### config.mk
export PLATFORM = sky130hd
export DESIGN_NAME = parallel_fir_sequencer
export DESIGN_NICKNAME = d
export VERILOG_FILES = /design/src/rtl/parallel_fir_sequencer.sv
export SDC_FILE = /design/constraint.sdc
export NUM_CORES = 1
export LEC_CHECK = 0
export CORE_MARGIN = 1
export CORE_UTILIZATION = 30
export DETAILED_ROUTE_END_ITERATION = 6
export HOLD_SLACK_MARGIN = 0.1
export SLEW_MARGIN = 40
export SYNTH_ARGS = -nofsm -noshare
export SYNTH_HDL_FRONTEND = slang
export SYNTH_SLANG_ARGS = --single-unit
### constraint.sdc
create_clock -name clk -period 1.6 [get_ports clk]
set_input_delay 0.32 -clock clk [delete_from_list [all_inputs] [get_ports clk]]
set_output_delay 0.32 -clock clk [all_outputs]
set_load 0.03 [all_outputs]
### src/rtl/parallel_fir_sequencer.sv
// parallel_fir_sequencer
// Control sequencer for the parallel DSP58 FIR datapath. It loads the
// coefficient bank, admits samples into the tap delay line, flushes the
// filter tail with zero slots, and produces m_valid aligned to the DSP
// pipeline latency.
//
// Handshakes: a transfer happens on a rising clk edge where valid and ready
// are both high. Valid does not depend on ready. Ready is driven only from
// registered state, so it never depends combinationally on valid.
// Coefficient channel: coef_valid / coef_ready, and coef_wr_en marks the
// transfer. Sample channel: s_valid / s_ready, and the transfer is the
// tap_shift_en cycle with zero_insert low.
module parallel_fir_sequencer #(
  parameter int FILTER_LENGTH = 16,
  parameter int DSP_LATENCY   = 4,
  parameter int ADDR_W        = 4
) (
  input  logic              clk,
  input  logic              rst_n,
  input  logic              start,
  input  logic              reload,
  input  logic              coef_valid,
  output logic              coef_ready,
  output logic              coef_wr_en,
  output logic [ADDR_W-1:0] coef_addr,
  input  logic              s_valid,
  output logic              s_ready,
  input  logic              flush,
  output logic              tap_shift_en,
  output logic              zero_insert,
  output logic              m_valid,
  output logic              coef_loaded,
  output logic              busy,
  output logic [2:0]        dbg_state
);

  typedef enum logic [2:0] {
    ST_IDLE  = 3'd0,
    ST_LOAD  = 3'd1,
    ST_RUN   = 3'd2,
    ST_FLUSH = 3'd3,
    ST_DRAIN = 3'd4
  } state_t;

  localparam int SLOT_W  = $clog2(FILTER_LENGTH + 1);
  localparam int MAX_CNT = (FILTER_LENGTH > DSP_LATENCY) ? FILTER_LENGTH : DSP_LATENCY;
  localparam int CNT_W   = $clog2(MAX_CNT + 1);

  localparam logic [ADDR_W-1:0] ADDR_LAST  = ADDR_W'(FILTER_LENGTH - 1);
  localparam logic [SLOT_W-1:0] SLOT_MAX   = SLOT_W'(FILTER_LENGTH);
  localparam logic [SLOT_W-1:0] SLOT_FULL  = SLOT_W'(FILTER_LENGTH - 1);
  localparam logic [CNT_W-1:0]  FLUSH_LAST = CNT_W'((FILTER_LENGTH > 1) ? (FILTER_LENGTH - 2) : 0);
  localparam logic [CNT_W-1:0]  DRAIN_LAST = CNT_W'(DSP_LATENCY - 1);

  state_t                  state;
  state_t                  next_state;
  logic [CNT_W-1:0]        phase_cnt;
  logic [SLOT_W-1:0]       slot_cnt;
  logic                    s_ready_q;
  logic                    accept;
  logic                    full_slot;
  logic [DSP_LATENCY-1:0]  valid_dly;

  assign s_ready   = s_ready_q;
  assign dbg_state = state;
  assign m_valid   = valid_dly[DSP_LATENCY-1];

  // Next-state decode and the combinational strobes derived from state.
  always_comb begin
    next_state   = state;
    coef_ready   = 1'b0;
    coef_wr_en   = 1'b0;
    accept       = 1'b0;
    tap_shift_en = 1'b0;
    zero_insert  = 1'b0;
    busy         = (state != ST_IDLE);
    unique case (state)
      ST_IDLE: begin
        if (start) begin
          if (reload || !coef_loaded) next_state = ST_LOAD;
          else                        next_state = ST_RUN;
        end
      end
      ST_LOAD: begin
        coef_ready = 1'b1;
        coef_wr_en = coef_valid;
        if (coef_valid && (coef_addr == ADDR_LAST)) next_state = ST_RUN;
      end
      ST_RUN: begin
        accept       = s_valid && s_ready_q;
        tap_shift_en = accept;
        // A one-tap filter has no tail to flush.
        if (flush) next_state = (FILTER_LENGTH > 1) ? ST_FLUSH : ST_DRAIN;
      end
      ST_FLUSH: begin
        tap_shift_en = 1'b1;
        zero_insert  = 1'b1;
        if (phase_cnt == FLUSH_LAST) next_state = ST_DRAIN;
      end
      ST_DRAIN: begin
        if (phase_cnt == DRAIN_LAST) next_state = ST_IDLE;
      end
      default: next_state = ST_IDLE;
    endcase
  end

  // A slot completes the tap window once FILTER_LENGTH slots including it
  // have entered the delay line.
  assign full_slot = tap_shift_en && (slot_cnt >= SLOT_FULL);

  // State register.
  always_ff @(posedge clk or negedge rst_n) begin
    if (!rst_n) state <= ST_IDLE;
    else        state <= next_state;
  end

  // Cycle counter for the fixed-length FLUSH and DRAIN phases; restarts on every state change.
  always_ff @(posedge clk or negedge rst_n) begin
    if (!rst_n) begin
      phase_cnt <= '0;
    end else if (state != next_state) begin
      phase_cnt <= '0;
    end else if ((state == ST_FLUSH) || (state == ST_DRAIN)) begin
      phase_cnt <= phase_cnt + 1'b1;
    end
  end

  // Coefficient bank address and the "complete set present" flag.
  always_ff @(posedge clk or negedge rst_n) begin
    if (!rst_n) begin
      coef_addr   <= '0;
      coef_loaded <= 1'b0;
    end else if ((state == ST_IDLE) && (next_state == ST_LOAD)) begin
      coef_addr   <= '0;
      coef_loaded <= 1'b0;
    end else if (coef_wr_en) begin
      if (coef_addr == ADDR_LAST) begin
        coef_addr   <= '0;
        coef_loaded <= 1'b1;
      end else begin
        coef_addr <= coef_addr + 1'b1;
      end
    end
  end

  // s_ready is a flop so it is high for every cycle spent in RUN.
  always_ff @(posedge clk or negedge rst_n) begin
    if (!rst_n) s_ready_q <= 1'b0;
    else        s_ready_q <= (next_state == ST_RUN);
  end

  // Saturating count of slots shifted in this pass; cleared when DRAIN returns to IDLE.
  always_ff @(posedge clk or negedge rst_n) begin
    if (!rst_n) begin
      slot_cnt <= '0;
    end else if ((state == ST_DRAIN) && (next_state == ST_IDLE)) begin
      slot_cnt <= '0;
    end else if (tap_shift_en && (slot_cnt != SLOT_MAX)) begin
      slot_cnt <= slot_cnt + 1'b1;
    end
  end

  // Valid delay line matching the DSP chain latency; it advances in every state.
  generate
    if (DSP_LATENCY > 1) begin : g_dly_multi
      always_ff @(posedge clk or negedge rst_n) begin
        if (!rst_n) valid_dly <= '0;
        else        valid_dly <= {valid_dly[DSP_LATENCY-2:0], full_slot};
      end
    end else begin : g_dly_single
      always_ff @(posedge clk or negedge rst_n) begin
        if (!rst_n) valid_dly <= '0;
        else        valid_dly <= full_slot;
      end
    end
  endgenerate

endmodule

==> impl_metrics.prom <==
# TYPE chip_impl_metric gauge
chip_impl_metric{name="fmaxAchievable",unit="MHz"} 564
chip_impl_metric{name="synth_edf_count",unit=""} 0
chip_impl_metric{name="fin_area",unit="mm^2"} 0.00218
chip_impl_info{name="status",value="finished with violations"} 1
chip_impl_metric{name="tightestPinTransition",unit="ns"} 0.429
chip_impl_metric{name="worst_ir_drop_vdd",unit="V"} 0.000926
chip_impl_info{name="clockRootBuffer",value="sky130_fd_sc_hd__clkbuf_8"} 1
chip_impl_metric{name="postSynthRegisterBits",unit=""} 23
chip_impl_metric{name="overflow",unit=""} 0
chip_impl_info{name="synth_flop_cell",value="sky130_fd_sc_hd__dfrtp_1"} 1
chip_impl_metric{name="worstRegToRegCells",unit=""} 4
chip_impl_metric{name="initial_utilization",unit=""} 0.311
chip_impl_metric{name="worst_slew_margin_rel",unit=""} 0.714
chip_impl_metric{name="power.leakage",unit="uW"} 0.000987
chip_impl_metric{name="path_clk_slew",unit="ns"} 0.09
chip_impl_metric{name="worstPathBufferInverterCount",unit=""} 0
chip_impl_metric{name="first_global_vias",unit=""} 1277
chip_impl_info{name="mostFrequentLayoutCells",value="sky130_fd_sc_hd__buf_4, sky130_fd_sc_hd__dfrtp_1, sky130_fd_sc_hd__buf_6"} 1
chip_impl_metric{name="fin_worst_hold_slack",unit="ns"} 0.360
chip_impl_metric{name="cts_hold_buf",unit=""} 0
chip_impl_metric{name="clock_latency",unit="ns"} 0.27
chip_impl_metric{name="post_route_cells_drive_above_1_share",unit=""} 0.534
chip_impl_metric{name="nets",unit=""} 203
chip_impl_metric{name="buffer_ports.inserted",unit=""} 21
chip_impl_metric{name="post_layout_nonfiller_instances",unit=""} 239
chip_impl_info{name="critical_path_class",value="reg2reg"} 1
chip_impl_metric{name="cellPowerDensity",unit="mW/mm^2"} 1660
chip_impl_metric{name="placed_cells_incl_taps",unit=""} 218
chip_impl_metric{name="groute.usage.overall",unit=""} 0.178
chip_impl_metric{name="synthToLayoutAreaGrowth",unit="%"} 75.2
chip_impl_metric{name="placed_cell_area",unit="mm^2"} 0.00176
chip_impl_info{name="cp_cell_sequence",value="and4b_1, a211oi_2, or4b_4, a211oi_2"} 1
chip_impl_metric{name="tns",unit="ns"} -1.25
chip_impl_metric{name="synth.yosys.seq_area_share",unit=""} 0.462
chip_impl_metric{name="floorplan.die_area",unit="mm^2"} 0.00441
chip_impl_metric{name="synth.cell_area",unit="mm^2"} 0.00124
chip_impl_info{name="crit_top_cell",value="sky130_fd_sc_hd__a211oi_2"} 1
chip_impl_metric{name="viasPerCell",unit=""} 5.08
chip_impl_metric{name="avgRoutedWirePerCell",unit="um"} 15.4
chip_impl_metric{name="ys.warnings.count",unit=""} 0
chip_impl_metric{name="holdPathStages",unit=""} 0
chip_impl_info{name="rsz_0062_raised_after_global_routing",value="true"} 1
chip_impl_metric{name="critPathMaxFanout",unit=""} 5
chip_impl_metric{name="cts_htree_levels",unit=""} 1
chip_impl_metric{name="syn-instance-count",unit=""} 120
chip_impl_metric{name="max-cap-violations",unit=""} 0
chip_impl_metric{name="post_synth_num_cell_types",unit=""} 40
chip_impl_metric{name="synthesis.area_per_instance",unit="um^2"} 10.4
chip_impl_metric{name="core_region_area",unit="mm^2"} 0.00400
chip_impl_metric{name="nFillCells",unit=""} 353
chip_impl_metric{name="arrival",unit="ns"} 1.96
chip_impl_info{name="layout_commonest_cell",value="sky130_fd_sc_hd__buf_4"} 1
chip_impl_metric{name="grt_max_degree",unit=""} 24
chip_impl_info{name="crit_path_end_kind",value="flip-flop"} 1
chip_impl_metric{name="num_vias",unit=""} 1213
chip_impl_info{name="worstHoldPathType",value="reg2reg"} 1
chip_impl_info{name="startpoint_type",value="flip-flop"} 1
chip_impl_metric{name="diodes",unit=""} 0
chip_impl_metric{name="cts-root-to-sink-buffers",unit=""} 2
chip_impl_metric{name="globalplace.congestion",unit=""} 0.767
chip_impl_metric{name="setup_viol_count_final",unit=""} 10
chip_impl_metric{name="final_hold_viol_count",unit=""} 0
chip_impl_metric{name="cpPeakStageDelay",unit="ns"} 0.62
chip_impl_metric{name="grt_pass1_wl",unit="mm"} 5.84
chip_impl_metric{name="cp.required",unit="ns"} 1.79
chip_impl_metric{name="place_hpwl",unit="mm"} 2.44
chip_impl_metric{name="clock-skew-final",unit="ns"} 0.00184
chip_impl_metric{name="die_h",unit="um"} 66.4
chip_impl_metric{name="mappedNetlistNets",unit=""} 133
chip_impl_metric{name="final_period_minus_worst_setup_slack",unit="ns"} 1.77
chip_impl_info{name="worst_path_dominant_cell_family",value="simple AND/OR/NAND/NOR gates"} 1
chip_impl_metric{name="rows",unit=""} 23
chip_impl_metric{name="chipWidth",unit="um"} 66.4
chip_impl_metric{name="drt_drc_violations_left",unit=""} 0
chip_impl_metric{name="cp.depth",unit=""} 4
chip_impl_info{name="worst_path_max_delay_cell",value="sky130_fd_sc_hd__or4b_4"} 1
chip_impl_metric{name="async_flop_share",unit=""} 1.00
chip_impl_metric{name="detail_route.first_pass.iterations",unit=""} 5
chip_impl_metric{name="design.portCount",unit=""} 22
chip_impl_info{name="violations_in_the_final_reports",value="negative setup slack"} 1
chip_impl_metric{name="antenna_left",unit=""} 0
chip_impl_metric{name="setup_slack",unit="ns"} -0.173
chip_impl_metric{name="cts_buffers",unit=""} 3
chip_impl_metric{name="initialDrtViolationCount",unit=""} 72
chip_impl_info{name="tritoncts",value="done"} 1
chip_impl_metric{name="period_share",unit=""} 1.11
chip_impl_metric{name="antenna_found_initial",unit=""} 0
chip_impl_metric{name="post-layout-total-power",unit="uW"} 3610
chip_impl_metric{name="cts.sink_count",unit=""} 23
chip_impl_metric{name="routed_wirelength",unit="mm"} 3.68
chip_impl_metric{name="finalMaxSlewViolations",unit=""} 0
routing by layer:
layer	track usage	up-vias	part of all wire
met4	0.0372	0	0.0071
met2	0.307	22	0.55
li1	-	578	-
met3	0.0517	6	0.027
met5	0	-	0
met1	0.219	607	0.42
worst reg2reg max path, cell delays in order (launching register included):
cell	delay, ns
sky130_fd_sc_hd__dfrtp_1	0.38
sky130_fd_sc_hd__and4b_1	0.32
sky130_fd_sc_hd__a211oi_2	0.14
sky130_fd_sc_hd__or4b_4	0.62
sky130_fd_sc_hd__a211oi_2	0.24
path summary, 6_finish.rpt:
check	startpoint	end	slack, ns
setup / recovery	phase_cnt[4]	phase_cnt[3]	-0.17
hold / removal	valid_dly[0]	valid_dly[1]	0.36
setup reg to reg	phase_cnt[4]	phase_cnt[3]	-0.17
hold reg to reg	valid_dly[0]	valid_dly[1]	0.36
max in group asynchronous	rst_n	coef_addr[0]	0.94
min in group asynchronous	rst_n	valid_dly[0]	0.40
state kept, by name (all words and copies together) (netlist names):
signal	count
coef_addr	4
s_ready	1
valid_dly	4
dbg_state	3
coef_loaded	1
slot_cnt	5
phase_cnt	5
timing repair:
action,in CTS,in global routing
buffers inserted,11,8
pin swaps,10,11
endpoints found under the setup margin,26,21
resized for setup,47,25
hold endpoints to repair,0,0
area by class of cell:
type	count	area, um^2	area share
flip-flops and latches	23	582	0.267
inverters	7	26.3	0.0120
repair buffers	69	608	0.279
multi-input cells	86	853	0.391
clock inverters	1	7.51	0.00344
well taps	50	62.6	0.0287
clock buffers	3	41.3	0.0189
where the power goes:
part           internal [uW]  switching, uW  total [uW]
logic                   1160           1150        2320
registers                750            173         923
clock network            176            200         377
stage by stage:
stage,util,setup WS (ns)
6_report,0.545,-0.173
3_5_place_dp,0.441,-0.453
4_1_cts,0.507,-0.144
5_1_grt,0.545,-0.254
2_1_floorplan,-,-0.217
3_3_place_gp,0.441,-0.371
Yosys cell counts, drive strengths merged (2+ instances only):
cell / count / area (um^2)
dfrtp: 23 / 576
nor2: 10 / 37.5
a211oi: 8 / 60.1
a21oi: 7 / 35.0
inv: 7 / 26.3
ha: 6 / 75.1
nand2: 6 / 22.5
nand3: 4 / 20.0
xor2: 4 / 35.0
buf: 3 / 26.3
nand2b: 3 / 18.8
o21ai: 3 / 15.0
xnor2: 3 / 26.3
a311oi: 2 / 17.5
nor2b: 2 / 12.5
nor3: 2 / 10.0
nor3b: 2 / 26.3
nor4b: 2 / 17.5
o2111ai: 2 / 17.5
o31ai: 2 / 15.0
or3: 2 / 12.5
cell families (layout without fill, tap and decap cells):
family,count (synthesis),in the layout,synth area share
mux,1,1,0.00804
xor+xnor,7,7,0.0492
simple gates,43,43,0.210
buf+inv,11,80,0.0452
compound gates,29,29,0.165
fa+ha+maj,6,6,0.0603
flops,23,23,0.462
Note: power is estimated with default switching activity, not from simulation.
